<file path="config.mk">
export PLATFORM = sky130hd
export DESIGN_NAME = alu_mdu_seq_flat
export DESIGN_NICKNAME = d
export VERILOG_FILES = /design/src/rtl/alu_mdu_seq_pkg.sv /design/src/rtl/alu_mdu_seq_if.sv /design/src/rtl/alu_mdu_seq.sv /design/src/flat_wrapper.sv
export SDC_FILE = /design/constraint.sdc
export NUM_CORES = 1
export LEC_CHECK = 0
export CAP_MARGIN = 10
export CELL_PAD_IN_SITES_DETAIL_PLACEMENT = 1
export CELL_PAD_IN_SITES_GLOBAL_PLACEMENT = 1
export CORE_MARGIN = 2
export CORE_UTILIZATION = 35
export CTS_CLUSTER_DIAMETER = 40
export CTS_CLUSTER_SIZE = 12
export DETAILED_ROUTE_END_ITERATION = 10
export PLACE_DENSITY = 0.79
export SETUP_SLACK_MARGIN = 0.02
export SYNTH_ARGS = -nofsm -noshare
export SYNTH_HDL_FRONTEND = slang
export SYNTH_SLANG_ARGS = --single-unit
</file>
<file path="constraint.sdc">
create_clock -name clk -period 4.5 [get_ports clk]
set_input_delay 0.45 -clock clk [delete_from_list [all_inputs] [get_ports clk]]
set_output_delay 0.45 -clock clk [all_outputs]
set_load 0.1 [all_outputs]
</file>
<file path="src/rtl/alu_mdu_seq_pkg.sv">
// alu_mdu_seq_pkg
//   Shared definitions for the multi-cycle MULTU/DIVU sequencer:
//   - ALUctr codes understood by the shared datapath ALU
//   - sequencer state encoding
//   - op encoding on the request side
package alu_mdu_seq_pkg;

    localparam logic [2:0] ALU_ADD    = 3'b010;
    localparam logic [2:0] ALU_SUB    = 3'b110;
    localparam logic [2:0] ALU_OR     = 3'b001;
    localparam logic [2:0] ALU_PASS_A = 3'b101;
    localparam logic [2:0] ALU_PASS_B = 3'b111;

    typedef enum logic [1:0] {
        ST_IDLE = 2'd0,
        ST_RUN  = 2'd1,
        ST_DONE = 2'd2
    } state_t;

    localparam logic OP_MULTU = 1'b0;
    localparam logic OP_DIVU  = 1'b1;

endpackage

</file>
<file path="src/rtl/alu_mdu_seq_if.sv">
// alu_mdu_seq_if
//   Bundles the request/result side (start, op, src_a, src_b, busy, done,
//   hi, lo) and the shared-ALU side (alu_a, alu_b, alu_ctr, alu_result) of
//   the MULTU/DIVU sequencer.
//   master : the requester / datapath (drives the request and the ALU result)
//   slave  : the sequencer itself
interface alu_mdu_seq_if #(
    parameter int WIDTH = 32
);
    logic             start;
    logic             op;
    logic [WIDTH-1:0] src_a;
    logic [WIDTH-1:0] src_b;
    logic [WIDTH-1:0] alu_a;
    logic [WIDTH-1:0] alu_b;
    logic [2:0]       alu_ctr;
    logic [WIDTH-1:0] alu_result;
    logic             busy;
    logic             done;
    logic [WIDTH-1:0] hi;
    logic [WIDTH-1:0] lo;

    modport master (
        output start, op, src_a, src_b, alu_result,
        input  alu_a, alu_b, alu_ctr, busy, done, hi, lo
    );

    modport slave (
        input  start, op, src_a, src_b, alu_result,
        output alu_a, alu_b, alu_ctr, busy, done, hi, lo
    );

endinterface

</file>
<file path="src/rtl/alu_mdu_seq.sv">
// alu_mdu_seq
//   Sequences the shared datapath ALU to perform unsigned shift-add multiply
//   (MULTU) and unsigned restoring divide (DIVU), one iteration per clock.
//   Results are kept in the HI/LO registers of this block.
//
//   Ports:
//     clk   : system clock, rising edge
//     rst_n : synchronous reset, active-low
//     bus   : alu_mdu_seq_if.slave
//             start/op/src_a/src_b in, busy/done/hi/lo out,
//             alu_a/alu_b/alu_ctr out to the ALU, alu_result back in
//
//   state | meaning
//   ------+----------------------------------------------------------
//   IDLE  | waiting for start; ALU driven with PASS_B and zero operands
//   RUN   | iterating, busy=1, this block owns the ALU
//   DONE  | one-cycle done pulse; hi/lo valid; start accepted here too
module alu_mdu_seq
    import alu_mdu_seq_pkg::*;
#(
    parameter int WIDTH = 32,
    parameter int ITER  = WIDTH
) (
    input  logic          clk,
    input  logic          rst_n,
    alu_mdu_seq_if.slave  bus
);

    localparam int CW = (ITER > 1) ? $clog2(ITER) : 1;

    state_t           state;
    state_t           state_nxt;
    logic             op_q;
    logic [WIDTH-1:0] breg;
    logic [WIDTH-1:0] hi_q;
    logic [WIDTH-1:0] lo_q;
    logic [WIDTH-1:0] hi_nxt;
    logic [WIDTH-1:0] lo_nxt;
    logic [CW-1:0]    cnt;

    logic [WIDTH-1:0] alu_a;
    logic [WIDTH-1:0] alu_b;
    logic [2:0]       alu_ctr;
    logic [WIDTH-1:0] div_r;
    logic             div_top;
    logic             carry;
    logic             borrow;
    logic             accept;
    logic             div_zero;
    logic             last_iter;
    logic             busy;
    logic             done;

    assign accept    = bus.start && (state != ST_RUN);
    assign div_zero  = (bus.op == OP_DIVU) && (bus.src_b == '0);
    assign last_iter = (cnt == CW'(ITER - 1));

    // Partial remainder shifted left by one with the next dividend bit;
    // the bit shifted out of hi forces a subtract regardless of borrow.
    assign div_r   = {hi_q[WIDTH-2:0], lo_q[WIDTH-1]};
    assign div_top = hi_q[WIDTH-1];

    always_comb begin
        alu_a   = '0;
        alu_b   = '0;
        alu_ctr = ALU_PASS_B;
        if (state == ST_RUN) begin
            alu_b = breg;
            if (op_q == OP_MULTU) begin
                alu_a   = hi_q;
                alu_ctr = ALU_ADD;
            end else begin
                alu_a   = div_r;
                alu_ctr = ALU_SUB;
            end
        end
    end

    // The ALU sign-extends, so its own carry flag is not the unsigned carry;
    // both are recovered from unsigned magnitude compares instead.
    assign carry  = (bus.alu_result < alu_a);
    assign borrow = (alu_a < alu_b);

    always_comb begin
        hi_nxt = hi_q;
        lo_nxt = lo_q;
        if (op_q == OP_MULTU) begin
            if (lo_q[0]) begin
                {hi_nxt, lo_nxt} = {carry, bus.alu_result, lo_q[WIDTH-1:1]};
            end else begin
                {hi_nxt, lo_nxt} = {1'b0, hi_q, lo_q[WIDTH-1:1]};
            end
        end else begin
            if (div_top || !borrow) begin
                hi_nxt = bus.alu_result;
                lo_nxt = {lo_q[WIDTH-2:0], 1'b1};
            end else begin
                hi_nxt = div_r;
                lo_nxt = {lo_q[WIDTH-2:0], 1'b0};
            end
        end
    end

    always_comb begin
        state_nxt = state;
        busy      = 1'b0;
        done      = 1'b0;
        case (state)
            ST_IDLE: begin
                if (bus.start) begin
                    state_nxt = div_zero ? ST_DONE : ST_RUN;
                end
            end
            ST_RUN: begin
                busy = 1'b1;
                if (last_iter) begin
                    state_nxt = ST_DONE;
                end
            end
            ST_DONE: begin
                done = 1'b1;
                if (bus.start) begin
                    state_nxt = div_zero ? ST_DONE : ST_RUN;
                end else begin
                    state_nxt = ST_IDLE;
                end
            end
            default: begin
                state_nxt = ST_IDLE;
            end
        endcase
    end

    always_ff @(posedge clk) begin
        if (!rst_n) begin
            state <= ST_IDLE;
            op_q  <= OP_MULTU;
            breg  <= '0;
            hi_q  <= '0;
            lo_q  <= '0;
            cnt   <= '0;
        end else begin
            state <= state_nxt;
            if (accept) begin
                op_q <= bus.op;
                breg <= bus.src_b;
                cnt  <= '0;
                if (div_zero) begin
                    hi_q <= bus.src_a;
                    lo_q <= '1;
                end else begin
                    hi_q <= '0;
                    lo_q <= bus.src_a;
                end
            end else if (state == ST_RUN) begin
                cnt  <= cnt + CW'(1);
                hi_q <= hi_nxt;
                lo_q <= lo_nxt;
            end
        end
    end

    assign bus.alu_a   = alu_a;
    assign bus.alu_b   = alu_b;
    assign bus.alu_ctr = alu_ctr;
    assign bus.busy    = busy;
    assign bus.done    = done;
    assign bus.hi      = hi_q;
    assign bus.lo      = lo_q;

endmodule

</file>
<file path="src/flat_wrapper.sv">
// flat-port wrapper written by rule: the top's interface ports become plain ports
module alu_mdu_seq_flat import alu_mdu_seq_pkg::*;
#(
    parameter int WIDTH = 32,
    parameter int ITER  = WIDTH
)
  (clk, rst_n, bus_start, bus_op, bus_src_a, bus_src_b, bus_alu_result, bus_alu_a, bus_alu_b, bus_alu_ctr, bus_busy, bus_done, bus_hi, bus_lo);
  alu_mdu_seq_if #(.WIDTH(WIDTH)) bus_i ();
  input  logic clk;
  input  logic rst_n;
  input wire logic [$bits(bus_i.start)-1:0] bus_start;
  input wire logic [$bits(bus_i.op)-1:0] bus_op;
  input wire logic [$bits(bus_i.src_a)-1:0] bus_src_a;
  input wire logic [$bits(bus_i.src_b)-1:0] bus_src_b;
  input wire logic [$bits(bus_i.alu_result)-1:0] bus_alu_result;
  output wire logic [$bits(bus_i.alu_a)-1:0] bus_alu_a;
  output wire logic [$bits(bus_i.alu_b)-1:0] bus_alu_b;
  output wire logic [$bits(bus_i.alu_ctr)-1:0] bus_alu_ctr;
  output wire logic [$bits(bus_i.busy)-1:0] bus_busy;
  output wire logic [$bits(bus_i.done)-1:0] bus_done;
  output wire logic [$bits(bus_i.hi)-1:0] bus_hi;
  output wire logic [$bits(bus_i.lo)-1:0] bus_lo;
  assign bus_i.start = bus_start;
  assign bus_i.op = bus_op;
  assign bus_i.src_a = bus_src_a;
  assign bus_i.src_b = bus_src_b;
  assign bus_i.alu_result = bus_alu_result;
  assign bus_alu_a = bus_i.alu_a;
  assign bus_alu_b = bus_i.alu_b;
  assign bus_alu_ctr = bus_i.alu_ctr;
  assign bus_busy = bus_i.busy;
  assign bus_done = bus_i.done;
  assign bus_hi = bus_i.hi;
  assign bus_lo = bus_i.lo;
  alu_mdu_seq #(.WIDTH(WIDTH), .ITER(ITER)) u_core (.clk(clk), .rst_n(rst_n), .bus(bus_i));
endmodule
</file>
==> results_dict.tcl <==
set metrics [dict create \
    status "complete, no violations" \
    leakagePower_nw 4.75 \
    initial_utilization 0.354 \
    post_cts_buffers 0 \
    synth-edff-count 0 \
    finalMaxSlewViolations 0 \
    clockRootBuffer "clkbuf_16" \
    grt_first_pass_wirelength_mm 54.2 \
    p_comb_frac 0.401 \
    tightest_slew_ns 1.10 \
    grt_use_met3 0.0589 \
    ys_ff_latch 104 \
    ant_nets 0 \
    setup_viol 0 \
    yosys_warnings 0 \
    path_clk_slew_ns 0.08 \
    period_minus_slack_ns 3.91 \
    power_density_nw_per_um2 283 \
    synth.avg_cell_area_um2 7.50 \
    io_buffers 231 \
    slew_headroom 0.266 \
    firstDrtPassIters 5 \
    p_switching_mw 1.39 \
    clockBufferDepth 2 \
    grt_max_degree 68 \
    path_max_fanout 19 \
    synthToLayoutAreaGrowth_pct 35.3 \
    drt_iter0_markers 671 \
    cts_max_level 3 \
    netlist_top_cells_count "211 x nand2_1, 104 x dfxtp_1, 96 x inv_1" \
    die_h_um 157 \
    crit_type "reg -> reg" \
    netlist_area_um2 8240 \
    antenna_cells 0 \
    hold_depth 2 \
    fmax_ghz 0.256 \
    required_ns 4.81 \
    clkSinkCount 104 \
    hold_viol 0 \
    cts_resized 0 \
    clk_latency_ns 0.38 \
    fin_worst_skew_ns 0.00971 \
    setup_tns_ns 0 \
    maxCapViolCount 0 \
    syn-num-nets 1263 \
    start_kind "flop" \
    cp-end-kind "flop" \
    swShare 0.440 \
    ios 233 \
    cts_tree "done" \
    dieArea_um2 24800 \
    vdd_drop_max_mv 0.182 \
    grt_util_met2 0.453 \
    synth_cell_types 53 \
    rows 56 \
    gp_congestion 0.920 \
    yosys_most_used_dff "dfxtp_1" \
    fin_crit_sh 0.868 \
    intPower_mw 1.77 \
    grt_usage 0.282 \
    overflow 0 \
    hpwl_mm 26.6 \
    drcViolationCount 0 \
    r2r_cells 12 \
    grt.busiest_layer "met2" \
    synth.area.top_cells "dfxtp_1 25%, ha_1 9.7%, nand2_1 9.6%, mux2_2 7.6%, mux2i_1 6.2%" \
    p_clk_frac 0.262 \
    antenna_found_initial 0 \
    hold_buffers 0 \
    synth-async-reset-ratio 0 \
    num-fill-cells 2849 \
    drive_above_1_share 0.0912 \
    wire_per_inst_um 21.7 \
    syn_inst 1099 \
    die_x_um 157 \
    seqPwrFrac 0.337 \
    nNetsFinal 1453 \
    wirelength_mm 35.0 \
    cts_buffers 9 \
    arrival_ns 4.22 \
    power_mw 3.15 \
    synth.most_common_cell "nand2_1" \
    grt_use_met1 0.383 \
    vias 9236 \
    grt_pass1_vias 9413 \
    ys_seq_area_frac 0.253 \
    core-area_um2 23300 \
    viasPerCell 5.73 \
    rsz0062_at_grt "false" \
    synth_top_area_frac 0.253 \
    min_path_type "reg -> reg" \
    post-synth-top-area-cell "dfxtp_1" \
]
critical path, cell delays in order, from the launching register on:
cell and delay (ns):
dfxtp_1 0.42, nor2b_4 0.50, buf_4 0.34, nand2_1 0.10, inv_1 0.09, ha_1 0.15
nand3_1 0.12, nor4_1 0.65, o311ai_2 0.31, a311oi_2 0.63, buf_4 0.33, nand2_1 0.09
nand3_1 0.10
per-stage QoR:
stage	hold WS, ns	setup WS (ns)	instance area [µm²]	instances	util
final	0.460	0.593	11200	1613	0.479
after CTS	0.460	0.609	11200	1613	0.479
after global placement	0.440	0.677	10900	1597	0.466
after floorplan	0.432	0.0351	8250	1099	-
after detailed placement	0.449	0.632	10900	1597	0.466
after global routing	0.483	0.324	11200	1613	0.479
power by group through the flow:
stage | sequential [mW] | combinational, mW | clock, mW
final | 1.06 | 1.26 | 0.828
after CTS | 1.06 | 1.26 | 0.836
after detailed placement | 1.08 | 1.25 | 0
after global routing | 1.07 | 1.33 | 0.872
after global placement | 1.08 | 1.24 | 0
after floorplan | 1.35 | 0.569 | 0
registers in the layout (all words and copies together), names as in the netlist:
register and cells:
u_core.state 2, u_core.op_q 1, u_core.cnt 5, u_core.bus.hi 32
u_core.bus.lo 32, u_core.breg 32
cell families (layout without fill, tap and decap cells):
group	after synthesis	in the layout	synth area share
and+or+nand+nor	392	392	0.222
buffers and inverters	173	368	0.0818
DFF	104	104	0.253
adders and majority gates	64	64	0.0971
other	1	1	0.000455
AOI/OAI and AO/OA	258	258	0.208
muxes	107	107	0.138
path summary, 6_finish.rpt:
check                                     start           endpoint  slack [ns]
worst min register to register   u_core.breg[9]     u_core.breg[9]        0.46
worst max-delay path            u_core.state[1]  u_core.bus.hi[12]        0.59
worst max register to register  u_core.state[1]  u_core.bus.hi[12]        0.59
worst min-delay path             u_core.breg[9]     u_core.breg[9]        0.46
per-layer routing:
metal / part of all wire / vias up
met5: 0 / -
met4: 0.022 / 0
met3: 0.080 / 51
met2: 0.46 / 390
met1: 0.44 / 4464
li1: - / 4331
layout by cell type, fill, tap and decap left out, types with 6 or more instances in the layout:
master           count
ha_1                64
nor4_1              12
nor3_1              17
mux2i_1             51
mux2_2              56
nand3_1             52
a311oi_1             7
inv_1               94
and4_1               7
o2bb2ai_1           20
clkbuf_16            9
o31ai_1              7
buf_4               30
dfxtp_1            102
nand2_1            211
nand4_1             14
o21ai_0             56
a221oi_1            24
nor2_1              32
o221ai_1             8
a21oi_1             71
nor2b_1              7
a21o_1               8
nand4b_1             6
o22ai_1             18
nand3b_1            18
clkdlybuf4s50_1    226
a22oi_1              6
cell type report:
| class | count | area [µm²] | area share |
|---|---|---|---|
| Tap cell | 319 | 399 | 0.0358 |
| Timing Repair Buffer | 256 | 2490 | 0.223 |
| Clock buffer | 9 | 225 | 0.0202 |
| Inverter | 96 | 360 | 0.0323 |
| Clock inverter | 7 | 75.1 | 0.00673 |
| Sequential cell | 104 | 2080 | 0.187 |
| Multi-Input combinational cell | 822 | 5520 | 0.495 |
Power figures use the tool's default switching activity.
